==> config.mk <==
export PLATFORM = sky130hd
export DESIGN_NAME = alu_arbiter
export DESIGN_NICKNAME = d
export VERILOG_FILES = /design/src/rtl/alu_arbiter_pkg.sv /design/src/rtl/alu_arb_pick.sv /design/src/rtl/alu_arbiter.sv
export SDC_FILE = /design/constraint.sdc
export NUM_CORES = 1
export LEC_CHECK = 0
export BUFFER_PORTS_ARGS = -buffer_cell sky130_fd_sc_hd__buf_2
export CORE_AREA = 2 2 82 84
export CTS_CLUSTER_SIZE = 25
export DETAILED_ROUTE_END_ITERATION = 8
export DIE_AREA = 0 0 84 86
export GPL_ROUTABILITY_DRIVEN = 0
export MAX_ROUTING_LAYER = met4
export PLACE_DENSITY_LB_ADDON = 0.12
export SLEW_MARGIN = 20
export SYNTH_ARGS = -nofsm -noshare
export SYNTH_HDL_FRONTEND = slang
export SYNTH_SLANG_ARGS = --single-unit
==> constraint.sdc <==
create_clock -name clk -period 1.75 [get_ports clk]
set_input_delay 0.2625 -clock clk [delete_from_list [all_inputs] [get_ports clk]]
set_output_delay 0.2625 -clock clk [all_outputs]
set_load 0.01 [all_outputs]
==> src/rtl/alu_arbiter_pkg.sv <==
// Shared definitions for the ALU arbiter: op-code constants and the FSM state encoding.
package alu_arbiter_pkg;

  localparam logic [2:0] OP_ROL = 3'b000;
  localparam logic [2:0] OP_SLL = 3'b001;
  localparam logic [2:0] OP_ROR = 3'b010;
  localparam logic [2:0] OP_SRA = 3'b011;
  localparam logic [2:0] OP_ADD = 3'b100;
  localparam logic [2:0] OP_SUB = 3'b101;
  localparam logic [2:0] OP_OR  = 3'b110;
  localparam logic [2:0] OP_AND = 3'b111;

  typedef enum logic [1:0] {
    ST_IDLE = 2'd0,
    ST_EXEC = 2'd1,
    ST_RESP = 2'd2
  } arb_state_e;

endpackage

==> src/rtl/alu_arb_pick.sv <==
// Combinational two-way grant selector. A lone valid wins outright; on a tie
// the requester that was not granted last (ptr) wins.
module alu_arb_pick (
  input  logic [1:0] valid,
  input  logic       ptr,
  output logic       gnt_any,
  output logic       gnt_id
);

  assign gnt_any = |valid;
  assign gnt_id  = (&valid) ? ~ptr : valid[1];

endmodule

==> src/rtl/alu_arbiter.sv <==
// Two-requester front end for a shared external ALU.
// Flow: accept (IDLE, or RESP being drained) -> EXEC (drive ALU) -> RESP (hold result).
// Optional feature: define ALU_ARB_RR_EN for round-robin tie-breaking; otherwise
// requester 0 always wins a tie and no grant pointer is kept.
module alu_arbiter
  import alu_arbiter_pkg::*;
#(
  parameter int WIDTH = 16
) (
  input  logic             clk,
  input  logic             rst_n,
  input  logic             req0_valid,
  output logic             req0_ready,
  input  logic [2:0]       req0_op,
  input  logic [WIDTH-1:0] req0_a,
  input  logic [WIDTH-1:0] req0_b,
  input  logic             req1_valid,
  output logic             req1_ready,
  input  logic [2:0]       req1_op,
  input  logic [WIDTH-1:0] req1_a,
  input  logic [WIDTH-1:0] req1_b,
  output logic [2:0]       alu_op,
  output logic [WIDTH-1:0] alu_a,
  output logic [WIDTH-1:0] alu_b,
  input  logic [WIDTH-1:0] alu_out,
  input  logic             alu_err,
  output logic             rsp_valid,
  output logic             rsp_id,
  output logic [WIDTH-1:0] rsp_data,
  output logic             rsp_err,
  input  logic             rsp_ready
);

  arb_state_e       state;
  logic             ptr, gnt_any, gnt_id, accept, id_q;
  logic [2:0]       sel_op;
  logic [WIDTH-1:0] sel_a, sel_b;

`ifdef ALU_ARB_RR_EN
  logic last_gnt;

  // Remember who won the most recent acceptance; reset favours requester 0 next.
  always_ff @(posedge clk or negedge rst_n)
    if (!rst_n)      last_gnt <= 1'b1;
    else if (accept) last_gnt <= gnt_id;

  assign ptr = last_gnt;
`else
  // Pretend requester 1 always won last, so a tie resolves to requester 0.
  assign ptr = 1'b1;
`endif

  alu_arb_pick u_pick (
    .valid   ({req1_valid, req0_valid}),
    .ptr     (ptr),
    .gnt_any (gnt_any),
    .gnt_id  (gnt_id)
  );

  // rst_n gates acceptance so no ready escapes while reset is held.
  assign accept     = rst_n && gnt_any &&
                      ((state == ST_IDLE) || ((state == ST_RESP) && rsp_ready));
  assign req0_ready = accept && !gnt_id;
  assign req1_ready = accept &&  gnt_id;

  assign sel_op = gnt_id ? req1_op : req0_op;
  assign sel_a  = gnt_id ? req1_a  : req0_a;
  assign sel_b  = gnt_id ? req1_b  : req0_b;

  // Main FSM; the alu_* outputs double as the operand registers and only change on acceptance.
  always_ff @(posedge clk or negedge rst_n) begin
    if (!rst_n) begin
      state     <= ST_IDLE;
      id_q      <= 1'b0;
      alu_op    <= '0;
      alu_a     <= '0;
      alu_b     <= '0;
      rsp_valid <= 1'b0;
      rsp_id    <= 1'b0;
      rsp_data  <= '0;
      rsp_err   <= 1'b0;
    end else begin
      case (state)
        ST_IDLE: begin
          if (accept) begin
            alu_op <= sel_op;
            alu_a  <= sel_a;
            alu_b  <= sel_b;
            id_q   <= gnt_id;
            state  <= ST_EXEC;
          end
        end
        ST_EXEC: begin
          rsp_valid <= 1'b1;
          rsp_id    <= id_q;
          rsp_data  <= alu_out;
          rsp_err   <= alu_err;
          state     <= ST_RESP;
        end
        ST_RESP: begin
          if (rsp_ready) begin
            rsp_valid <= 1'b0;
            if (accept) begin
              alu_op <= sel_op;
              alu_a  <= sel_a;
              alu_b  <= sel_b;
              id_q   <= gnt_id;
              state  <= ST_EXEC;
            end else begin
              state  <= ST_IDLE;
            end
          end
        end
        default: state <= ST_IDLE;
      endcase
    end
  end

endmodule

==> reports/summary.txt, run 1 <==
Post-route cell area - 3780 um2
P_leak - 0.00192 uW
Final Max Tran Viols - 0
Setup CP Type - reg2out
Worst Hold Class - in2async
Antenna diodes - 0
First-pass GRT wire length - 9.48 mm
Synth Net Count - 260
Root Buffer - clkbuf_8
Via/cell ratio - 4.65
Yosys Warn Count - 0
Initial DRC count - 62
Hold Buf Count CTS - 0
Die area - 7220 um2
Hold slack - 0.0984 ns
RSZ-0062 raised after global routing - no
Starting Density - 0.437
Actual slew at the worst max-slew pin - 0.700 ns
Via count - 1891
Grt ovf - 0
Core area - 6280 um2
Htree depth - 3
Crit path required time - 1.49 ns
Worst-path fanout max - 5
Gr usage total - 0.174
Initial antenna violation count - 0
Clk sink count - 57
Max-Slew Margin vs Limit - 0.534
Layout cells sized above 1 - 0.794
Cell family with most CP delay - simple AND/OR/NAND/NOR gates
CP Launch Type - flop
R2R depth - 5
Crit path cell chain - nand2b_1 -> and4bb_4 -> nor2b_1 -> buf_2
Reg2reg start - state[1]
WP buf/inv - 1
Max IR drop VDD - 0.000694 V
PostCTS Resize Cnt - 0
Flop2flop setup slack - 0.22 ns
Post-synth cell types - 17
Endpoints failing setup - 0
DRC Markers - 0
Largest net degree at the start of global routing - 58
Post-Syn Area - 2740 um2
Avg Cell Area, Syn - 16.3 um2
Max Cap Viol - 0
Hpwl dp - 4.26 mm
Sequential element share of the synthesized area - 0.520
CTS Buf Count - 9
Worst path max stage delay - 0.40 ns
Most frequent cells in the layout - buf_2 (147), dfrtp_1 (57), mux2_2 (55)
CTS tree - yes
First-pass detailed-route iteration total - 4
Vias in the first global route - 2009
Post-route ant nets - 0
Min cycle time layout - 1.61 ns
Max frequency - 622 MHz
End of the worst register-to-register path - alu_b[2]
Total I/O pin count - 148
Hold Vio Cnt, Final - 0
Area Growth Syn to Fin - 37.9%
Clock Pin Slew Worst Setup and Hold Paths - 0.07 ns
Pwr/cell area - 1250 nW/um2
TNS Setup - 0 ns
Critical-path top delay cell - dfrtp_1
Clk Latency, worst-skew pair - 0.32 ns
Die Y-Extent - 86 um
Clock buffer depth - 2
Drt total wl - 5.82 mm
Synthesized flop and latch total - 57
Number of cell rows - 29
Crit end category - output pin
Commonest non-fill, non-tap cell in the layout - buf_2
Period utilization - 0.919
Die outline width - 84 um
Per-cell routed wire length - 14.3 um
Post-DP Area - 3540 um2
Syn Inst Count - 168
Total Nets Final - 417
Worst path arrival time - 1.35 ns
Status - finished, final reports clean
IO buf count - 147
Clock skew - 0.00451 ns
[worst max-delay path by stage]
stage	from	end	slack (ns)	cells after the start
floorplan	state[1]	req0_ready	0.28	5
global placement	req0_valid	alu_b[15]	0.22	5
detailed placement	req0_valid	alu_b[3]	0.19	5
CTS	state[1]	req0_ready	0.003	4
global route	state[1]	req1_ready	0.04	4
finish	state[1]	req0_ready	0.14	4
[per-layer routing]
layer,vias to the layer above,share of wire,global-route usage
met2,85,0.48,0.276
met4,0,0.024,0.0850
met3,11,0.071,0.0443
li1,912,-,-
met5,-,0,-
met1,883,0.42,0.209
[cell families after synthesis]
family          share of synthesized area
mux                                 0.412
flops                               0.520
buf+inv                            0.0392
simple gates                       0.0228
compound gates                    0.00639
[power by group]
group	internal (uW)	switching, uW	total, uW
sequential	1720	197	1920
combinational	838	618	1460
clock	839	505	1340
[cells in the mapped netlist]
cell type / instances / area share
a21oi_1: 2 / 0.0036
and2_1: 1 / 0.0023
and4bb_4: 1 / 0.0059
buf_12: 2 / 0.015
buf_2: 3 / 0.0055
buf_4: 2 / 0.0055
buf_6: 3 / 0.012
dfrtp_1: 57 / 0.52
inv_1: 1 / 0.0014
mux2_2: 55 / 0.23
mux2_4: 34 / 0.19
nand2_1: 1 / 0.0014
nand2b_1: 1 / 0.0023
nor2_1: 1 / 0.0014
nor2b_1: 2 / 0.0046
nor2b_4: 1 / 0.0050
o21bai_1: 1 / 0.0027
[per-stage QoR]
stage                util  worst slack (ns)  power [uW]  std cells
finish              0.603             0.142        4720        407
CTS                 0.599           0.00339        4790        404
global placement    0.564             0.222        3390        388
floorplan               -             0.282        2780        168
detailed placement  0.564             0.190        3410        388
global route        0.603            0.0428        5010        407
[sequential cells by signal, indices dropped and copies added (netlist names)]
register   count
rsp_data      16
rsp_valid      1
alu_op         3
rsp_id         1
state          2
alu_a         16
rsp_err        1
id_q           1
alu_b         16
[cell type report]
type / instances / area [um2]
well taps: 77 / 96.3
clock buffers: 11 / 141
clock inverters: 5 / 78.8
flip-flops and latches: 57 / 1430
repair buffers: 156 / 828
fillers: 533 / 2490
multi-input cells: 100 / 1210
inverters: 1 / 3.75
[repair_timing]
action,in CTS,in global routing
setup buffers,0,3
hold endpoints to repair,0,0
endpoints found under the setup margin,0,2
Power figures use the tool's default switching activity.
==> inputs of run 2 (changes only) <==
Settings changed: ABC_AREA set to 1, CORE_AREA 2 2 82 84 to 2 2 81 83, DIE_AREA 0 0 84 86 to 0 0 83 85, PLACE_DENSITY set to 0.82, PLACE_DENSITY_LB_ADDON 0.12 to unset.
==> reports/summary.txt, run 2 <==
Actual slew at the worst max-slew pin - 0.670 ns (-0.0292 ns)
Adder-Cell Fraction of Synth Area - 0 (unchanged)
Via/cell ratio - 4.67 (+0.53%)
Area Growth Syn to Fin - 35.9%
Synth Area in Compound Gates - 0.00505 (-0.00134)
Main combinational cell family by area after synthesis - simple AND/OR/NAND/NOR gates
Status - finished, final reports clean
Reg2reg start - state[1]
EDFF count, synth - 0 (unchanged)
Period utilization - 0.865 (-0.0540)
Layout cells sized above 1 - 0.349 (-0.445)
Setup CP Type - reg2out
Largest net degree at the start of global routing - 57 (-1.7%)
Post-synth top area share - 0.523 (+0.00310)
FFs w/ async S/R, synth - 1.00 (unchanged)
Drt total wl - 6.89 mm (+19%)
Max-Slew Margin vs Limit - 0.553 (+0.0195)
Total power draw - 4300 uW (-8.8%)
Clk sink count - 57 (unchanged)
Mux contribution to synthesized area - 0 (-0.412)
Initial DRC count - 74 (+19%)
Crit end category - output pin
TNS Setup - 0 ns (unchanged)
Initial antenna violation count - 0 (unchanged)
RSZ-0062 raised after global routing - no
Sequential element share of the synthesized area - 0.523 (+0.00310)
R2R depth - 5 (unchanged)
First-pass detailed-route iteration total - 4 (unchanged)
Die area - 7060 um2 (-2.3%)
Clock Pin Slew Worst Setup and Hold Paths - 0.06 ns (about the same)
Hpwl dp - 5.17 mm (+21%)
Post-route cell area - 3710 um2 (-2.1%)
Max IR drop VDD - 0.000628 V (-9.4%)
Clock skew - 0.0102 ns (+0.00573 ns)
DRC Markers - 0 (unchanged)
Syn Inst Count - 366 (+120%)
CTS tree - yes
Commonest non-fill, non-tap cell in the layout - nand2_1
Setup crit start - state[1]
Max Cap Viol - 0 (unchanged)
Most common cell in the netlist - nand2_1
Yosys Warn Count - 0 (unchanged)
P_leak - 0.00231 uW (+20%)
Dpl ws - 0.457 ns (+0.266 ns)
Core area - 6200 um2 (-1.2%)
Top cells by area, synth - dfrtp_1 (52%), nand2_1 (32%), nand3_1 (6.8%), buf_4 (2.2%), buf_2 (2.0%)
First-pass GRT wire length - 12.0 mm (+26%)
Setup crit end - req0_ready
Total I/O pin count - 148 (unchanged)
Vias in the first global route - 2716 (+35%)
Worst path arrival time - 1.25 ns (-0.10 ns)
Clock buffer depth - 2 (unchanged)
Post-Syn Area - 2730 um2 (-0.59%)
Final Max Tran Viols - 0 (unchanged)
Simple-gate share of the synthesized area - 0.415 (+0.392)
Most frequent cells in the layout - nand2_1 (234), buf_2 (147), dfrtp_1 (57)
Worst Hold Class - in2async
Min cycle time layout - 1.51 ns (-0.0945 ns)
Starting Density - 0.440 (+0.00249)
Number of cell rows - 29 (unchanged)
Gr usage total - 0.212 (+0.0375)
Xor and xnor fraction of the mapped netlist area - 0 (unchanged)
Die Y-Extent - 85 um (-1.2%)
IO buf count - 147 (unchanged)
Per-cell routed wire length - 11.6 um (-19%)
CTS Buf Count - 9 (unchanged)
Synth area leader - dfrtp_1
Flop2flop setup slack - 0.46 ns (+0.24 ns)
Avg Cell Area, Syn - 7.45 um2 (-54%)
Htree depth - 3 (unchanged)
Via count - 2779 (+47%)
Root Buffer - clkbuf_8
Max frequency - 661 MHz (+6.2%)
Synthesized flop and latch total - 57 (unchanged)
Clk Latency, worst-skew pair - 0.32 ns (about the same)
Final WS setup - 0.236 ns (+0.0945 ns)
Post-route ant nets - 0 (unchanged)
Die outline width - 83 um (-1.2%)
Hold slack - 0.130 ns (+0.0316 ns)
Hold Vio Cnt, Final - 0 (unchanged)
Crit path required time - 1.49 ns (about the same)
Grt ovf - 0 (unchanged)
CP Launch Type - flop
Regs by FF count - alu_a: 16 flops, alu_b: 16 flops, rsp_data: 16 flops
Post-DP Area - 3500 um2 (-1.2%)
Synth top cells by count - nand2_1 (234), dfrtp_1 (57), nand3_1 (37)
Top FF cell, synth - dfrtp_1
Endpoints failing setup - 0 (unchanged)
Antenna diodes - 0 (unchanged)
PostCTS Resize Cnt - 0 (unchanged)
End of the worst register-to-register path - alu_a[2]
Post-synth cell types - 15 (-2)
Total Nets Final - 606 (+45%)
Pwr/cell area - 1160 nW/um2 (-6.9%)
Synth Net Count - 458 (+76%)
Worst-path fanout max - 4 (-1)
-- run 2: cell types whose count changed after synthesis, sizes merged, moves of 2 or more --
cell	delta
nand2	+236
mux2	-89
nand3	+38
nor2b	-3
inv	+7
buf	+10
nor2	+2
-- run 2: repair_timing --
action                    CTS  global route
hold buffers                1             0
buffers inserted            0             0
hold endpoints to repair    1             0
-- run 2: kinds of logic after synthesis --
family / Yosys count
buf+inv: 28
compound gates: 2
flops: 57
simple gates: 279
-- run 2: cell type report --
type / instances / area [um2]
clock buffers: 12 / 155
clock inverters: 3 / 40.0
fillers: 579 / 2500
inverters: 8 / 30.0
multi-input cells: 281 / 1140
flip-flops and latches: 57 / 1430
well taps: 77 / 96.3
repair buffers: 157 / 813
-- run 2: how the worst min path moves through the flow --
stage                  end  slack, ns  cells after the start
4_1_cts           alu_a[5]       0.14                      2
3_5_place_dp      state[0]       0.07                      1
6_report          alu_a[6]       0.13                      2
5_1_grt        rsp_data[3]       0.14                      3
3_3_place_gp      state[0]       0.07                      1
2_1_floorplan     alu_a[0]      -0.03                      0
-- run 2: stage by stage --
step	util	cells
after floorplan	-	366
after detailed placement	0.564	579
final	0.597	595
after global placement	0.564	579
after global routing	0.597	595
after CTS	0.597	595
-- run 2: power breakdown --
group          internal (uW)  total (uW)  switching [uW]
sequential              1670        1870             193
clock                    723        1200             473
combinational            517        1240             722
total                   2910        4300            1390
-- run 2: critical path: stages (launching register included) --
cell	delay [ns]
dfrtp_1	0.43
nand2_2	0.12
nand3_2	0.11
a21oi_2	0.14
buf_2	0.14
-- run 2: per-layer routing --
metal / part of all wire / GRT usage / vias to the layer above / wire (um)
met3: 0.068 / 0.0399 / 8 / 466
met2: 0.49 / 0.363 / 112 / 3370
li1: - / - / 1416 / -
met5: 0 / - / - / 0
met1: 0.43 / 0.257 / 1243 / 2980
met4: 0.010 / 0.0626 / 0 / 72
